==> src/rtl/sram_pkg.sv <==
// Shared definitions for the SRAM access arbiter.
//   - sram_state_e : access sequencer states
//   - owner_e      : which requester owns the current access
//   - acc_req_t    : one latched access (address, direction, lanes, data)
//   - block_cs_l() : 64 KB block select decode, one-hot active low
package sram_pkg;

  localparam int SRAM_WORD_AW  = 17;
  localparam int SRAM_BLOCK_AW = 15;

  typedef enum logic [2:0] {
    ST_IDLE,
    ST_SETUP,
    ST_ACCESS,
    ST_DONE,
    ST_CPU_HOLD
  } sram_state_e;

  typedef enum logic {
    OWNER_CPU = 1'b0,
    OWNER_DMA = 1'b1
  } owner_e;

  typedef struct packed {
    logic [SRAM_WORD_AW-1:0] addr;
    logic                    rw;     // 1 = read
    logic [1:0]              be;     // [1] upper, [0] lower, active high
    logic [15:0]             wdata;
  } acc_req_t;

  function automatic logic [3:0] block_cs_l(input logic [1:0] blk);
    return ~(4'b0001 << blk);
  endfunction

endpackage

==> src/rtl/sram_rr_arbiter.sv <==
// Two-way round-robin grant between CPU and DMA.
//   i_cpu_req, i_dma_req : request levels
//   i_last_grant         : owner of the previous grant
//   o_grant              : one-hot grant, [0] = CPU, [1] = DMA (0 when idle)
// Purely combinational; the sequencer only samples it in IDLE.
module sram_rr_arbiter
  import sram_pkg::*;
(
  input  logic       i_cpu_req,
  input  logic       i_dma_req,
  input  owner_e     i_last_grant,
  output logic [1:0] o_grant
);

  always_comb begin
    o_grant = 2'b00;
    if (i_cpu_req && i_dma_req)
      o_grant = (i_last_grant == OWNER_DMA) ? 2'b01 : 2'b10;
    else if (i_cpu_req)
      o_grant = 2'b01;
    else if (i_dma_req)
      o_grant = 2'b10;
  end

endmodule

==> src/rtl/sram_access_arbiter.sv <==
// Sequences all accesses to the 128 K-word SRAM and shares it between the
// 68k CPU (DTACK handshake) and a DMA/video port (one-cycle ack).
//   CPU side : CpuReq_H, CpuRW, CpuUDS_L/CpuLDS_L, CpuAddress, CpuDataIn,
//              CpuDataOut, CpuDtack_L
//   DMA side : DmaReq_H, DmaRW, DmaByteEn, DmaAddress, DmaDataIn,
//              DmaDataOut, DmaAck_H
//   SRAM     : SramAddress, SramBlockCS_L, SramOE_L, SramWE_L, SramUB_L,
//              SramLB_L, SramDataOut, SramDataOutEn_H, SramDataIn
// Every output is a flop loaded with the value for the state being entered,
// so nothing combinational reaches the SRAM pins.
module sram_access_arbiter
  import sram_pkg::*;
#(
  parameter int WAIT_STATES = 1
) (
  input  logic                     Clock,
  input  logic                     Reset_L,
  input  logic                     CpuReq_H,
  input  logic                     CpuRW,
  input  logic                     CpuUDS_L,
  input  logic                     CpuLDS_L,
  input  logic [SRAM_WORD_AW-1:0]  CpuAddress,
  input  logic [15:0]              CpuDataIn,
  output logic [15:0]              CpuDataOut,
  output logic                     CpuDtack_L,
  input  logic                     DmaReq_H,
  input  logic                     DmaRW,
  input  logic [1:0]               DmaByteEn,
  input  logic [SRAM_WORD_AW-1:0]  DmaAddress,
  input  logic [15:0]              DmaDataIn,
  output logic [15:0]              DmaDataOut,
  output logic                     DmaAck_H,
  output logic [SRAM_BLOCK_AW-1:0] SramAddress,
  output logic [3:0]               SramBlockCS_L,
  output logic                     SramOE_L,
  output logic                     SramWE_L,
  output logic                     SramUB_L,
  output logic                     SramLB_L,
  output logic [15:0]              SramDataOut,
  output logic                     SramDataOutEn_H,
  input  logic [15:0]              SramDataIn
);

  localparam logic [2:0] LP_WLAST = 3'(WAIT_STATES);

  sram_state_e r_state;
  owner_e      r_owner;
  owner_e      r_last_grant;
  logic        r_rw;
  logic        r_abort;
  logic [2:0]  r_wcnt;
  logic [1:0]  w_grant;
  acc_req_t    w_win;

  sram_rr_arbiter u_arb (
    .i_cpu_req    (CpuReq_H),
    .i_dma_req    (DmaReq_H),
    .i_last_grant (r_last_grant),
    .o_grant      (w_grant)
  );

  // Winner's request, only meaningful while a grant is present.
  always_comb begin
    w_win = '{addr: CpuAddress, rw: CpuRW, be: {~CpuUDS_L, ~CpuLDS_L}, wdata: CpuDataIn};
    if (w_grant[1])
      w_win = '{addr: DmaAddress, rw: DmaRW, be: DmaByteEn, wdata: DmaDataIn};
  end

  // The SRAM pin registers (address, CS, lanes, write data) double as the
  // access register; only the direction is kept separately.
  always_ff @(posedge Clock or negedge Reset_L) begin
    if (!Reset_L) begin
      r_state         <= ST_IDLE;
      r_owner         <= OWNER_CPU;
      r_last_grant    <= OWNER_DMA;
      r_rw            <= 1'b1;
      r_abort         <= 1'b0;
      r_wcnt          <= '0;
      CpuDataOut      <= '0;
      CpuDtack_L      <= 1'b1;
      DmaDataOut      <= '0;
      DmaAck_H        <= 1'b0;
      SramAddress     <= '0;
      SramBlockCS_L   <= 4'hF;
      SramOE_L        <= 1'b1;
      SramWE_L        <= 1'b1;
      SramUB_L        <= 1'b1;
      SramLB_L        <= 1'b1;
      SramDataOut     <= '0;
      SramDataOutEn_H <= 1'b0;
    end else begin
      DmaAck_H <= 1'b0;
      // A CPU that ends its bus cycle mid-access loses its DTACK, but the
      // SRAM cycle itself always runs to completion.
      if (r_owner == OWNER_CPU && !CpuReq_H &&
          (r_state == ST_SETUP || r_state == ST_ACCESS))
        r_abort <= 1'b1;

      case (r_state)
        ST_IDLE: begin
          if (|w_grant) begin
            r_owner         <= w_grant[1] ? OWNER_DMA : OWNER_CPU;
            r_last_grant    <= w_grant[1] ? OWNER_DMA : OWNER_CPU;
            r_rw            <= w_win.rw;
            r_abort         <= 1'b0;
            SramAddress     <= w_win.addr[SRAM_BLOCK_AW-1:0];
            SramBlockCS_L   <= block_cs_l(w_win.addr[SRAM_WORD_AW-1:SRAM_BLOCK_AW]);
            SramUB_L        <= ~w_win.be[1];
            SramLB_L        <= ~w_win.be[0];
            SramOE_L        <= ~w_win.rw;
            SramDataOutEn_H <= ~w_win.rw;
            SramDataOut     <= w_win.wdata;
            r_state         <= ST_SETUP;
          end
        end
        ST_SETUP: begin
          r_wcnt   <= '0;
          SramWE_L <= r_rw;
          r_state  <= ST_ACCESS;
        end
        ST_ACCESS: begin
          if (r_wcnt == LP_WLAST) begin
            // Raise WE one cycle before CS goes away; read data is sampled
            // here so it is already valid during DONE.
            SramWE_L <= 1'b1;
            if (r_rw) begin
              if (r_owner == OWNER_DMA) DmaDataOut <= SramDataIn;
              else                      CpuDataOut <= SramDataIn;
            end
            DmaAck_H <= (r_owner == OWNER_DMA);
            r_state  <= ST_DONE;
          end else begin
            r_wcnt <= r_wcnt + 3'd1;
          end
        end
        ST_DONE: begin
          SramBlockCS_L   <= 4'hF;
          SramOE_L        <= 1'b1;
          SramUB_L        <= 1'b1;
          SramLB_L        <= 1'b1;
          SramDataOutEn_H <= 1'b0;
          if (r_owner == OWNER_CPU && !r_abort && CpuReq_H) begin
            CpuDtack_L <= 1'b0;
            r_state    <= ST_CPU_HOLD;
          end else begin
            r_state <= ST_IDLE;
          end
        end
        ST_CPU_HOLD: begin
          if (!CpuReq_H) begin
            CpuDtack_L <= 1'b1;
            r_state    <= ST_IDLE;
          end
        end
        default: r_state <= ST_IDLE;
      endcase
    end
  end

endmodule

==> config.mk <==
export PLATFORM = sky130hd
export DESIGN_NAME = sram_access_arbiter
export DESIGN_NICKNAME = d
export VERILOG_FILES = /design/src/rtl/sram_pkg.sv /design/src/rtl/sram_rr_arbiter.sv /design/src/rtl/sram_access_arbiter.sv
export SDC_FILE = /design/constraint.sdc
export NUM_CORES = 1
export LEC_CHECK = 0
export BUFFER_PORTS_ARGS = -buffer_cell sky130_fd_sc_hd__buf_2
export CAP_MARGIN = 20
export CELL_PAD_IN_SITES_DETAIL_PLACEMENT = 0
export CELL_PAD_IN_SITES_GLOBAL_PLACEMENT = 1
export CORE_UTILIZATION = 35
export CTS_BUF_LIST = sky130_fd_sc_hd__clkbuf_4 sky130_fd_sc_hd__clkbuf_8
export DETAILED_ROUTE_END_ITERATION = 16
export PLACE_DENSITY = 0.77
export SLEW_MARGIN = 10
export SYNTH_ARGS = -nofsm -noshare
export SYNTH_HDL_FRONTEND = slang
export SYNTH_SLANG_ARGS = --single-unit
==> constraint.sdc <==
create_clock -name Clock -period 4 [get_ports Clock]
set_input_delay 1 -clock Clock [delete_from_list [all_inputs] [get_ports Clock]]
set_output_delay 1 -clock Clock [all_outputs]
set_load 0.02 [all_outputs]
==> results.ini <==
[placement]
dpl_worst_slack_ns=1.42
globalplace.congestion=0.733
dp.final_hpwl_mm=6.28
io_buffers=165

[clocking]
cts-buffers-inserted=9
clock_pin_slew_of_the_registers_on_the_worst_case_setup_and_hold_paths_ns=0.10
cts-root-buf=clkbuf_8
latest_clock_arrival_within_the_worst_skew_pair_ns=0.36
cts-root-to-sink-buffers=2
cts_resized=0
cts_tree=done
ctsHoldBuffers=0
post-cts-setup-buffers=0
cts.htree.levels=3
cts.sinks=84

[die]
die_height_um=106
core_area_um2=10400
die-width_um=106
floorplan.die_area_um2=11200
start_util_pct=36.3
placement_rows=37
boundaryPins=166

[pwr]
internal-power_mw=2.33
leakagePower_nw=2.39
switchingPower_mw=1.74
clock_power_share_pct=16.0
swShare_pct=42.7
powerDensity_nw_per_um2=828
share_seq_of_total_power_pct=38.3
relative_contribution_of_combinational_cells_to_total_power_pct=45.7
peakVddDrop_uv=320

[sta]
finalWorstSetupSlack_ns=1.70
min_period_over_period_pct=57.4
finalHoldViolations=0
rsz0062_at_grt=false
finalWorstPathRequiredPeriod_ns=2.30
worst_pin_slew_ns=0.969
report.final.setup_viol=0
slew-limit-headroom_pct=35.4
drv_slew=0
timing.setup.tns_ns=0
maxClockFrequency_ghz=0.435
finalClockSkew_ns=0.0136

[final_layout]
layout-drive-gt1-share_pct=46.4
most-common-layout-cells=164 x buf_2, 73 x dfrtp_1, 70 x nand2_1
antenna_fix_cells=0
utilization_pct=47.2
layout.cells.most_common=buf_2
flow.area_growth_from_synthesis_pct=30.0
fin_nets=606

[critical_path]
critPathRequiredTime_ns=4.27
crit_fanout=56
type_of_the_worst_setup_path=register to register
end_kind=register
start_kind=register
timing.critical_path.arrival_ns=2.57

[outcome]
run_status=finished clean

[grt]
grt-ovfl-total=0
grtUsageMet1_pct=20.5
largest_net_degree_at_the_start_of_global_routing=85
grt_most_used_layer=met2
first_global_vias=3153
groute.layer.met3.usage_pct=5.52
wire_length_of_the_first_global_routing_pass_mm=14.7
met2_usage_pct=26.8
groute.usage.overall_pct=16.7
grt_antenna_before_repair=0

[synth]
ys.flop_type=dfrtp_1
synth.ff_latch_count=84
synth.net_count=446
ys_seq_area_share_pct=56.0
synthesis.yosys.warnings=0
syn_avg_cell_area_um2=10.7
asyncSetResetFlopFracSynth_pct=100
synth_cells=352
synth_area_um2=3780
edff_count_synth=0
ys_types=45

[routing]
drt_drc_violations_left=0
viasPerCell=4.89
dr_total_vias=3194
ant_nets=0
wirelength_mm=9.00
routed_wire_length_per_instance_um=13.8
dr.pass1.iters=5
first_iter_violations=137

[worst_hold_path]
worst_hold_path_type=register to register

[flow_run]
cap_viol_max_count=0

[power by group through the flow]
stage / registers (mW) / logic [mW] / clock network, mW
floorplan: 1.97 / 0.897 / 0
global placement: 1.56 / 1.85 / 0
detailed placement: 1.57 / 1.88 / 0
CTS: 1.56 / 1.88 / 0.677
global route: 1.62 / 2.04 / 0.713
finish: 1.56 / 1.86 / 0.651
[routing by layer]
layer	up-vias	routed length [um]	part of all wire, %
met5	-	0	0
met4	0	127	1.4
met3	9	800	8.9
met2	138	4110	46
met1	1502	3960	44
li1	1545	-	-
[metrics by stage]
| stage | hold WS, ns | area [um^2] | cells | total power [mW] |
|---|---|---|---|---|
| 6_report | 0.510 | 4910 | 653 | 4.07 |
| 2_1_floorplan | 0.463 | 3780 | 352 | 2.86 |
| 3_5_place_dp | 0.490 | 4680 | 636 | 3.46 |
| 4_1_cts | 0.513 | 4890 | 652 | 4.12 |
| 5_1_grt | 0.527 | 4910 | 653 | 4.37 |
| 3_3_place_gp | 0.481 | 4680 | 636 | 3.41 |
[registers in the layout (all words and copies together), names as in the netlist]
signal and cells:
CpuDataOut 16, CpuDtack_L 1, DmaAck_H 1, DmaDataOut 16, SramAddress 15, SramBlockCS_L 4, SramDataOut 16, SramDataOutEn_H 1
SramLB_L 1, SramOE_L 1, SramUB_L 1, SramWE_L 1, r_abort 1, r_last_grant 1, r_owner 1, r_rw 1
r_state 3, r_wcnt 3
[layout make-up]
type,instances,area (um^2)
Multi-Input combinational cell,241,1510
Sequential cell,84,2120
Fill cell,1003,5500
Inverter,5,18.8
Timing Repair Buffer,171,886
Clock buffer,9,124
Tap cell,136,170
Clock inverter,7,91.3
[cell usage after synthesis (all sizes together), types with 2 or more instances]
cell type	instances	area share, %
o22ai	2	0.33
nand4	3	0.89
o211ai	5	1.4
nor2	46	4.8
nor3	4	1.1
o31a	2	0.46
a32oi	2	0.46
dfrtp	73	48
o21ai	8	1.1
a21oi	12	1.6
nand2b	2	0.40
dfstp	11	7.6
nand2	70	7.0
ha	2	0.66
buf	17	3.2
nand3	3	0.40
mux2	32	11
a31oi	33	5.5
inv	5	0.50
clkbuf	5	0.50
[path summary, 6_finish.rpt]
path / startpoint / endpoint / slack, ns / cells after the start
min: CpuDataOut[6] / CpuDataOut[6] / 0.51 / 1
max in group asynchronous: Reset_L / SramDataOut[15] / 2.77 / 2
min reg2reg: CpuDataOut[6] / CpuDataOut[6] / 0.51 / 1
max reg2reg: r_state[1] / SramDataOut[15] / 1.70 / 5
max: r_state[1] / SramDataOut[15] / 1.70 / 5
min in group asynchronous: Reset_L / r_state[0] / 0.62 / 1
[worst max-delay path, stage by stage (launching register included)]
cell and delay [ns]:
dfrtp_1 0.55, nor3_4 0.32, o21a_2 0.83, buf_4 0.29, nor2_1 0.04, a31oi_1 0.15
[kinds of logic after synthesis]
logic type,count (synthesis),share of synthesized area (%)
AO/OA/AOI/OAI,74,13.1
multiplexers,32,10.5
buffers and inverters,27,4.17
flip-flops,84,56.0
AND/OR/NAND/NOR,132,15.4
adder cells (fa/ha/maj),2,0.662
XOR/XNOR,1,0.232
Note: power is estimated with default switching activity, not from simulation.
